===== config.mk =====
export PLATFORM = sky130hd
export DESIGN_NAME = muldiv_unit
export DESIGN_NICKNAME = d
export VERILOG_FILES = /design/src/rtl/muldiv_unit.sv
export SDC_FILE = /design/constraint.sdc
export NUM_CORES = 2
export LEC_CHECK = 0
export CAP_MARGIN = 20
export CORE_UTILIZATION = 30
export DETAILED_ROUTE_END_ITERATION = 10
export GPL_TIMING_DRIVEN = 0
export SLEW_MARGIN = 5
export SYNTH_ARGS = -nofsm -noshare
export SYNTH_HDL_FRONTEND = slang
export SYNTH_SLANG_ARGS = --single-unit

===== constraint.sdc =====
create_clock -name clk -period 3.07 [get_ports clk]
set_input_delay 0.4605 -clock clk [delete_from_list [all_inputs] [get_ports clk]]
set_output_delay 0.4605 -clock clk [all_outputs]
set_load 0.02 [all_outputs]

===== src/rtl/muldiv_unit.sv =====
// rtl/muldiv_unit.sv - HI/LO execute unit: single-cycle multiply, iterative restoring divide, mthi/mtlo.
package muldiv_pkg;
    localparam int W_DATA = 32;
    localparam int W_OPER = 3;
    localparam int W_FUNC = 4;
    localparam logic [W_OPER-1:0] OPER_ALUS = 3'd1;
    localparam logic [W_OPER-1:0] OPER_ALUU = 3'd2;
    localparam logic [W_OPER-1:0] OPER_MTHI = 3'd3;
    localparam logic [W_OPER-1:0] OPER_MTLO = 3'd4;
    localparam logic [W_FUNC-1:0] FUNC_MUL  = 4'd1;
    localparam logic [W_FUNC-1:0] FUNC_DIV  = 4'd2;
endpackage

module muldiv_unit
    import muldiv_pkg::*;
(
    input  logic              clk,
    input  logic              rst_n,
    input  logic              valid,
    input  logic [W_OPER-1:0] oper,
    input  logic [W_FUNC-1:0] func,
    input  logic [W_DATA-1:0] src_a,
    input  logic [W_DATA-1:0] src_b,
    input  logic              flush,
    output logic              stall,
    output logic [W_DATA-1:0] hi,
    output logic [W_DATA-1:0] lo
);
    typedef enum logic [1:0] {S_IDLE, S_DIV, S_FIX} state_t;

    state_t      state_q, state_d;
    logic [4:0]  cnt_q, cnt_d;
    logic [63:0] rem_q, rem_d;
    logic [31:0] dvs_q, dvs_d;
    logic [31:0] orig_a_q, orig_a_d;
    logic        neg_quo_q, neg_quo_d;
    logic        neg_rem_q, neg_rem_d;
    logic        dz_q, dz_d;
    logic [31:0] hi_q, hi_d;
    logic [31:0] lo_q, lo_d;

    logic        go, is_alu, is_signed;
    logic        mul_dec, div_dec, mthi_dec, mtlo_dec;
    logic        a_neg, b_neg;
    logic [31:0] abs_a, abs_b;
    logic [63:0] ext_a, ext_b, prod;
    logic [64:0] sh;
    logic [32:0] diff;
    logic [31:0] quo, rmd;

    always_comb begin
        go        = valid & ~flush;
        is_signed = (oper == OPER_ALUS);
        is_alu    = is_signed | (oper == OPER_ALUU);
        mul_dec   = go & is_alu & (func == FUNC_MUL);
        div_dec   = go & is_alu & (func == FUNC_DIV);
        mthi_dec  = go & (oper == OPER_MTHI);
        mtlo_dec  = go & (oper == OPER_MTLO);
    end

    assign stall = ~flush & (((state_q == S_IDLE) & div_dec) | (state_q == S_DIV));
    assign hi    = hi_q;
    assign lo    = lo_q;

    // The low 64 bits of a product of 64-bit extended operands are correct for both signednesses.
    always_comb begin
        ext_a = {{32{is_signed & src_a[31]}}, src_a};
        ext_b = {{32{is_signed & src_b[31]}}, src_b};
        prod  = ext_a * ext_b;
        a_neg = is_signed & src_a[31];
        b_neg = is_signed & src_b[31];
        abs_a = a_neg ? -src_a : src_a;
        abs_b = b_neg ? -src_b : src_b;
    end

    // rem_q holds {partial remainder, dividend bits / quotient bits}.
    always_comb begin
        sh   = {rem_q, 1'b0};
        diff = sh[64:32] - {1'b0, dvs_q};
        quo  = rem_q[31:0];
        rmd  = rem_q[63:32];
    end

    always_comb begin
        state_d   = state_q;
        cnt_d     = cnt_q;
        rem_d     = rem_q;
        dvs_d     = dvs_q;
        orig_a_d  = orig_a_q;
        neg_quo_d = neg_quo_q;
        neg_rem_d = neg_rem_q;
        dz_d      = dz_q;
        hi_d      = hi_q;
        lo_d      = lo_q;
        case (state_q)
            S_IDLE: begin
                if (div_dec) begin
                    rem_d     = {32'h0, abs_a};
                    dvs_d     = abs_b;
                    orig_a_d  = src_a;
                    neg_quo_d = a_neg ^ b_neg;
                    neg_rem_d = a_neg;
                    dz_d      = (src_b == 32'h0);
                    cnt_d     = 5'd0;
                    state_d   = S_DIV;
                end else if (mul_dec) begin
                    hi_d = prod[63:32];
                    lo_d = prod[31:0];
                end else if (mthi_dec) begin
                    hi_d = src_a;
                end else if (mtlo_dec) begin
                    lo_d = src_a;
                end
            end
            S_DIV: begin
                if (!diff[32]) begin
                    rem_d = {diff[31:0], sh[31:1], 1'b1};
                end else begin
                    rem_d = sh[63:0];
                end
                cnt_d = cnt_q + 5'd1;
                if (cnt_q == 5'd31) begin
                    state_d = S_FIX;
                end
            end
            S_FIX: begin
                if (dz_q) begin
                    lo_d = 32'hFFFF_FFFF;
                    hi_d = orig_a_q;
                end else begin
                    lo_d = neg_quo_q ? -quo : quo;
                    hi_d = neg_rem_q ? -rmd : rmd;
                end
                state_d = S_IDLE;
            end
            default: state_d = S_IDLE;
        endcase
        if (flush) begin
            state_d = S_IDLE;
            hi_d    = hi_q;
            lo_d    = lo_q;
        end
    end

    always_ff @(posedge clk or negedge rst_n) begin
        if (!rst_n) begin
            state_q   <= S_IDLE;
            cnt_q     <= 5'd0;
            rem_q     <= 64'h0;
            dvs_q     <= 32'h0;
            orig_a_q  <= 32'h0;
            neg_quo_q <= 1'b0;
            neg_rem_q <= 1'b0;
            dz_q      <= 1'b0;
            hi_q      <= 32'h0;
            lo_q      <= 32'h0;
        end else begin
            state_q   <= state_d;
            cnt_q     <= cnt_d;
            rem_q     <= rem_d;
            dvs_q     <= dvs_d;
            orig_a_q  <= orig_a_d;
            neg_quo_q <= neg_quo_d;
            neg_rem_q <= neg_rem_d;
            dz_q      <= dz_d;
            hi_q      <= hi_d;
            lo_q      <= lo_d;
        end
    end
endmodule

After elaboration in Yosys (flattened, before gate mapping)
Index checks and enable logic that the tools add are counted.
Widths: inputs -> output; s select.

storage, ports and cells
  flip-flop bits (word level) = 202
  output and inout port bits = 65
  logic and storage cells = 80

cells by class
  $add $sub $neg = 6
  multiply operators = 1
  eq/ne operators = 16
  mux-type cells = 24
  bitwise gates (word level) = 14
  reduce and logical (&&, ||, !) cells = 9

operators with widths
  cell                 number
  $mux 32              13
  $mux 64              2
  $neg 32->32          4
  $pmux 32 s2          2
  $pmux 64 s2          1
  $mul 33x33->64       1
  $sub 33x32->33       1
  $logic_not 32->1     1
  $ne 3x3->1 const B   4
  $and 1x1->1          10
  $pmux 5 s2           1
  $eq 3x2->1 const B   2
  $mux 2               3
  $reduce_and 2->1     3
  $add 5x1->5 const B  1
  $eq 5x5->1 const B   1
  $mux 5               1
  $reduce_and 5->1     1
  $eq 4x1->1 const B   1
  $eq 4x2->1 const B   1
  $ne 2x2->1 const B   2
  $pmux 2 s2           1
  $reduce_and 4->1     1
  $reduce_bool 2->1    2
  9 further kinds      10

Logic depth before layout (Yosys ltp)
  word-level depth = 8
  mapped depth = 33
  mapped depth without buffers = 30

Least setup slack after synthesis
Ideal clock, no wire load.

  kind = in2reg
  start = input oper[1]
  end = register hi_q[31] (netlist: hi[31])
  setup time = 0.122 ns
  data arrival time = 8.802 ns
  slack = -5.854 ns
  stages = 32
  buffers on the path = 3
  cell sequence = nor3b_1 -> and2_1 -> clkbuf_1 -> clkbuf_1 -> nand2_1 -> inv_1 -> fa_1 -> inv_1 -> fa_1 -> inv_1 -> fa_1 -> fa_1 -> inv_1 -> fa_1 -> inv_1 -> fa_1 -> inv_1 -> fa_1 -> fa_1 -> inv_1 -> ha_1 -> clkbuf_1 -> a21oi_1 -> o21ai_0 -> o31a_1 -> o31ai_1 -> o221a_2 -> o41ai_1 -> a21oi_1 -> xnor2_1 -> nand2_1 -> a32o_1

on the way
  cells in the longest elaborated chain, start to end = 7

ends and longest elaborated chain
  element                                                                 RTL line  RTL
  from (decl)                                                             20        input logic [W_OPER-1:0] oper,
  parallel branches: the longest is 7 deep, another holds $mul 33x33->64  n/a
  to (signal assigned)                                                    166       hi_q <= hi_d;
  to (decl)                                                               39        logic [31:0] hi_q, hi_d;

Parallel ways; which one is timed is not known. The select of a mux whose other input is x is not followed.
A chain may end at the register's enable or synchronous reset.

Worst setup path in the final report
Same ends and word-level chain as after synthesis.

==> flow_summary.toml <==
[yosys]
ys_seq_area_frac = 0.0984
synthFlopType = "dfrtp_1"
synth_warnings = 0
synthMuxAreaShare = 0.00368
synth_cell_types = 76
synth_cells = 5923
avgSynthCellArea_um2 = 8.67
synth_edf_count = 0
synthArstFlopShare = 1.00
yosys.area_share.simple = 0.155
synth_compound_area_frac = 0.0902
ys_ff_latch = 202
synth_fa_ha_area_frac = 0.500
synth_top_family_by_area = "adder cells"
synth_fp_nets = 7374
netlist_area_um2 = 51400
synthXorXnorAreaFrac = 0.0372

[timing]
finalHoldViolCount = 0
rsz0062_at_grt = "yes"
min_period_ns = 8.36
fmax_mhz = 120
timing.final.crit_share = 2.72
setup_viol = 94
finClkSkew_ns = 0.0142
relSlewSlack = 0.323
worst_slew_pin_slew_ns = 1.02
slew_viol_final = 0
post-route-worst-setup-slack_ns = -5.29

[critical_path]
critPathKind = "input pin to flip-flop"
reg2reg_to = "hi[7]$_DFFE_PN0P_"
reg2reg_from = "state_q[0]$_DFFE_PN0P_"
cp_common_cell = "fa_1"
reg2reg_setup_slack_ns = -0.54
slowest_delay_ns = 0.66
crit_arrival_ns = 8.80
critPathLaunchType = "input pin"
crit_path_start = "oper[1]"
slowest_stage = "fa_2"
r2r.worst_path.cells = 7
crit_fanout = 5
end_kind = "flip-flop"
crit_required_ns = 3.51

[final_layout]
fin_util = 0.374
area_growth_pct = 23.5
layout-drive-gt1-share = 0.168
nNetsFinal = 7724

[global_route]
track_usage = 0.253
grt_pass1_wl_um = 318000
overflow = 0
grt_pass1_vias = 45600
antenna_found_initial = 18
grt_max_degree = 114

[routing]
drc_errors = 0
drt_iter0_drc = 4259
drt_wl_total_um = 221000
antenna_left = 0
via_count = 44100
routed_via_density = 5.18
drtPass1Iterations = 6
wl_per_cell_um = 25.9

[outcome]
status = "finished, violations left"
violations = "negative setup slack"

[cts]
cts_tree = "done"
root_buffer = "clkbuf_16"
cts_sinks = 202
clock_latency_ns = 0.56
htree_levels = 1
cts_buffers = 25
clockBufferDepth = 3
clkTransAtPathRegs_ns = 0.06

[min_path]
hold_path_class = "input pin to flip-flop"
min_delay_path_depth = 3
min_to = "dvs_q[1]$_DFFE_PN0P_"
min_from = "src_b[1]"

[die]
std_cell_rows = 151
fp.dieH_um = 416
die_w_um = 416
core-area_um2 = 170000
pin_count = 140
die-area_um2 = 173000
initial_utilization = 0.303

[placement]
portBuffers = 98
place_hpwl_um = 179000
routabilityCongestion = 0.988

[run]
cap_violations = 0
-- Yosys cell counts, types with 41 or more instances --
library cell | instances | area share
nand2_1 | 1093 | 0.080
and2_1 | 286 | 0.035
clkbuf_1 | 308 | 0.023
nor2_1 | 158 | 0.012
inv_1 | 1207 | 0.088
xor2_1 | 88 | 0.015
o22ai_1 | 66 | 0.0080
o21ai_1 | 41 | 0.0040
fa_1 | 1126 | 0.44
a21oi_1 | 189 | 0.018
xnor2_1 | 130 | 0.022
a21o_1 | 43 | 0.0063
o21ai_0 | 213 | 0.021
dfrtp_1 | 202 | 0.098
ha_1 | 250 | 0.061
buf_1 | 62 | 0.0045
-- how the worst max path moves through the flow --
| stage | slack [ns] | cells after the start | to |
|---|---|---|---|
| 2_1_floorplan | -5.03 | 29 | hi[31]$_DFFE_PN0P_ |
| 3_3_place_gp | -8.22 | 30 | hi[31]$_DFFE_PN0P_ |
| 4_1_cts | -5.17 | 33 | hi[31]$_DFFE_PN0P_ |
| 3_5_place_dp | -8.26 | 30 | hi[31]$_DFFE_PN0P_ |
| 5_1_grt | -5.38 | 31 | hi[31]$_DFFE_PN0P_ |
| 6_report | -5.29 | 31 | hi[31]$_DFFE_PN0P_ |
-- cell families after synthesis --
logic type	Yosys count
mux	18
simple gates	1761
buf+inv	1586
flops	202
xor+xnor	218
compound gates	762
fa+ha+maj	1376
-- cell usage in the layout, fill, tap and decap left out, types with 79 or more instances in the layout --
cell,netlist,final
a21oi_1,189,144
and2_1,286,268
buf_4,0,195
clkbuf_1,308,96
dfrtp_1,202,202
fa_1,1126,1064
ha_1,250,188
inv_1,1207,1154
nand2_1,1093,1057
nor2_1,158,141
o21ai_0,213,126
o21ai_1,41,79
xnor2_1,130,112
-- sequential cells by signal (all words and copies together), names as in the netlist --
signal and count:
hi 32, dz_q 1, neg_quo_q 1, cnt_q 5
rem_q 64, dvs_q 32, neg_rem_q 1, orig_a_q 32
state_q 2, lo 32
-- area by class of cell --
| cell class | instances | area (um^2) |
|---|---|---|
| Antenna cell | 12 | 30.0 |
| Buffer | 363 | 3710 |
| Clock buffer | 26 | 639 |
| Clock inverter | 19 | 210 |
| Fill cell | 17000 | 106000 |
| Inverter | 1210 | 4580 |
| Multi-Input combinational cell | 4135 | 43200 |
| Sequential cell | 202 | 5050 |
| Tap cell | 2218 | 2780 |
| Timing Repair Buffer | 336 | 3210 |
-- per-stage QoR --
| stage | worst slack, ns | cells | TNS, ns | hold WS [ns] | instance area [um^2] |
|---|---|---|---|---|---|
| floorplan | -5.03 | 5923 | -212.16 | 0.165 | 53000 |
| global placement | -8.22 | 8239 | -1997.93 | 0.454 | 56700 |
| detailed placement | -8.26 | 8248 | -505.22 | 0.462 | 56900 |
| CTS | -5.17 | 8453 | -239.89 | 0.322 | 62200 |
| global route | -5.38 | 8516 | -256.09 | 0.260 | 63400 |
| finish | -5.29 | 8521 | -243.01 | 0.247 | 63400 |
-- critical path: cells and delay by family --
kind            cells  cell delay [ns]
compound gates      8             1.64
fa+ha+maj           9             4.54
buf+inv             8             1.04
xor+xnor            1             0.29
simple gates        5             0.75
-- per-layer routing --
metal,track usage,wire length (um),part of all wire,up-vias
li1,-,-,-,18600
met1,0.327,85900,0.39,22700
met2,0.393,97600,0.44,2322
met3,0.0388,19800,0.090,514
met4,0.165,17300,0.078,4
met5,0,53,0.00024,-
-- what timing repair did --
item | CTS | global route
setup endpoints to repair | 176 | 144
cloned | 1 | 0
hold buffers | 1 | 0
endpoints found under the hold margin | 50 | 0
buffers inserted | 165 | 68
gates resized for setup | 836 | 235
pin swaps | 243 | 181
Power is not shown: default switching activity piles up to over one toggle a cycle in this logic, so the estimate is an artifact.
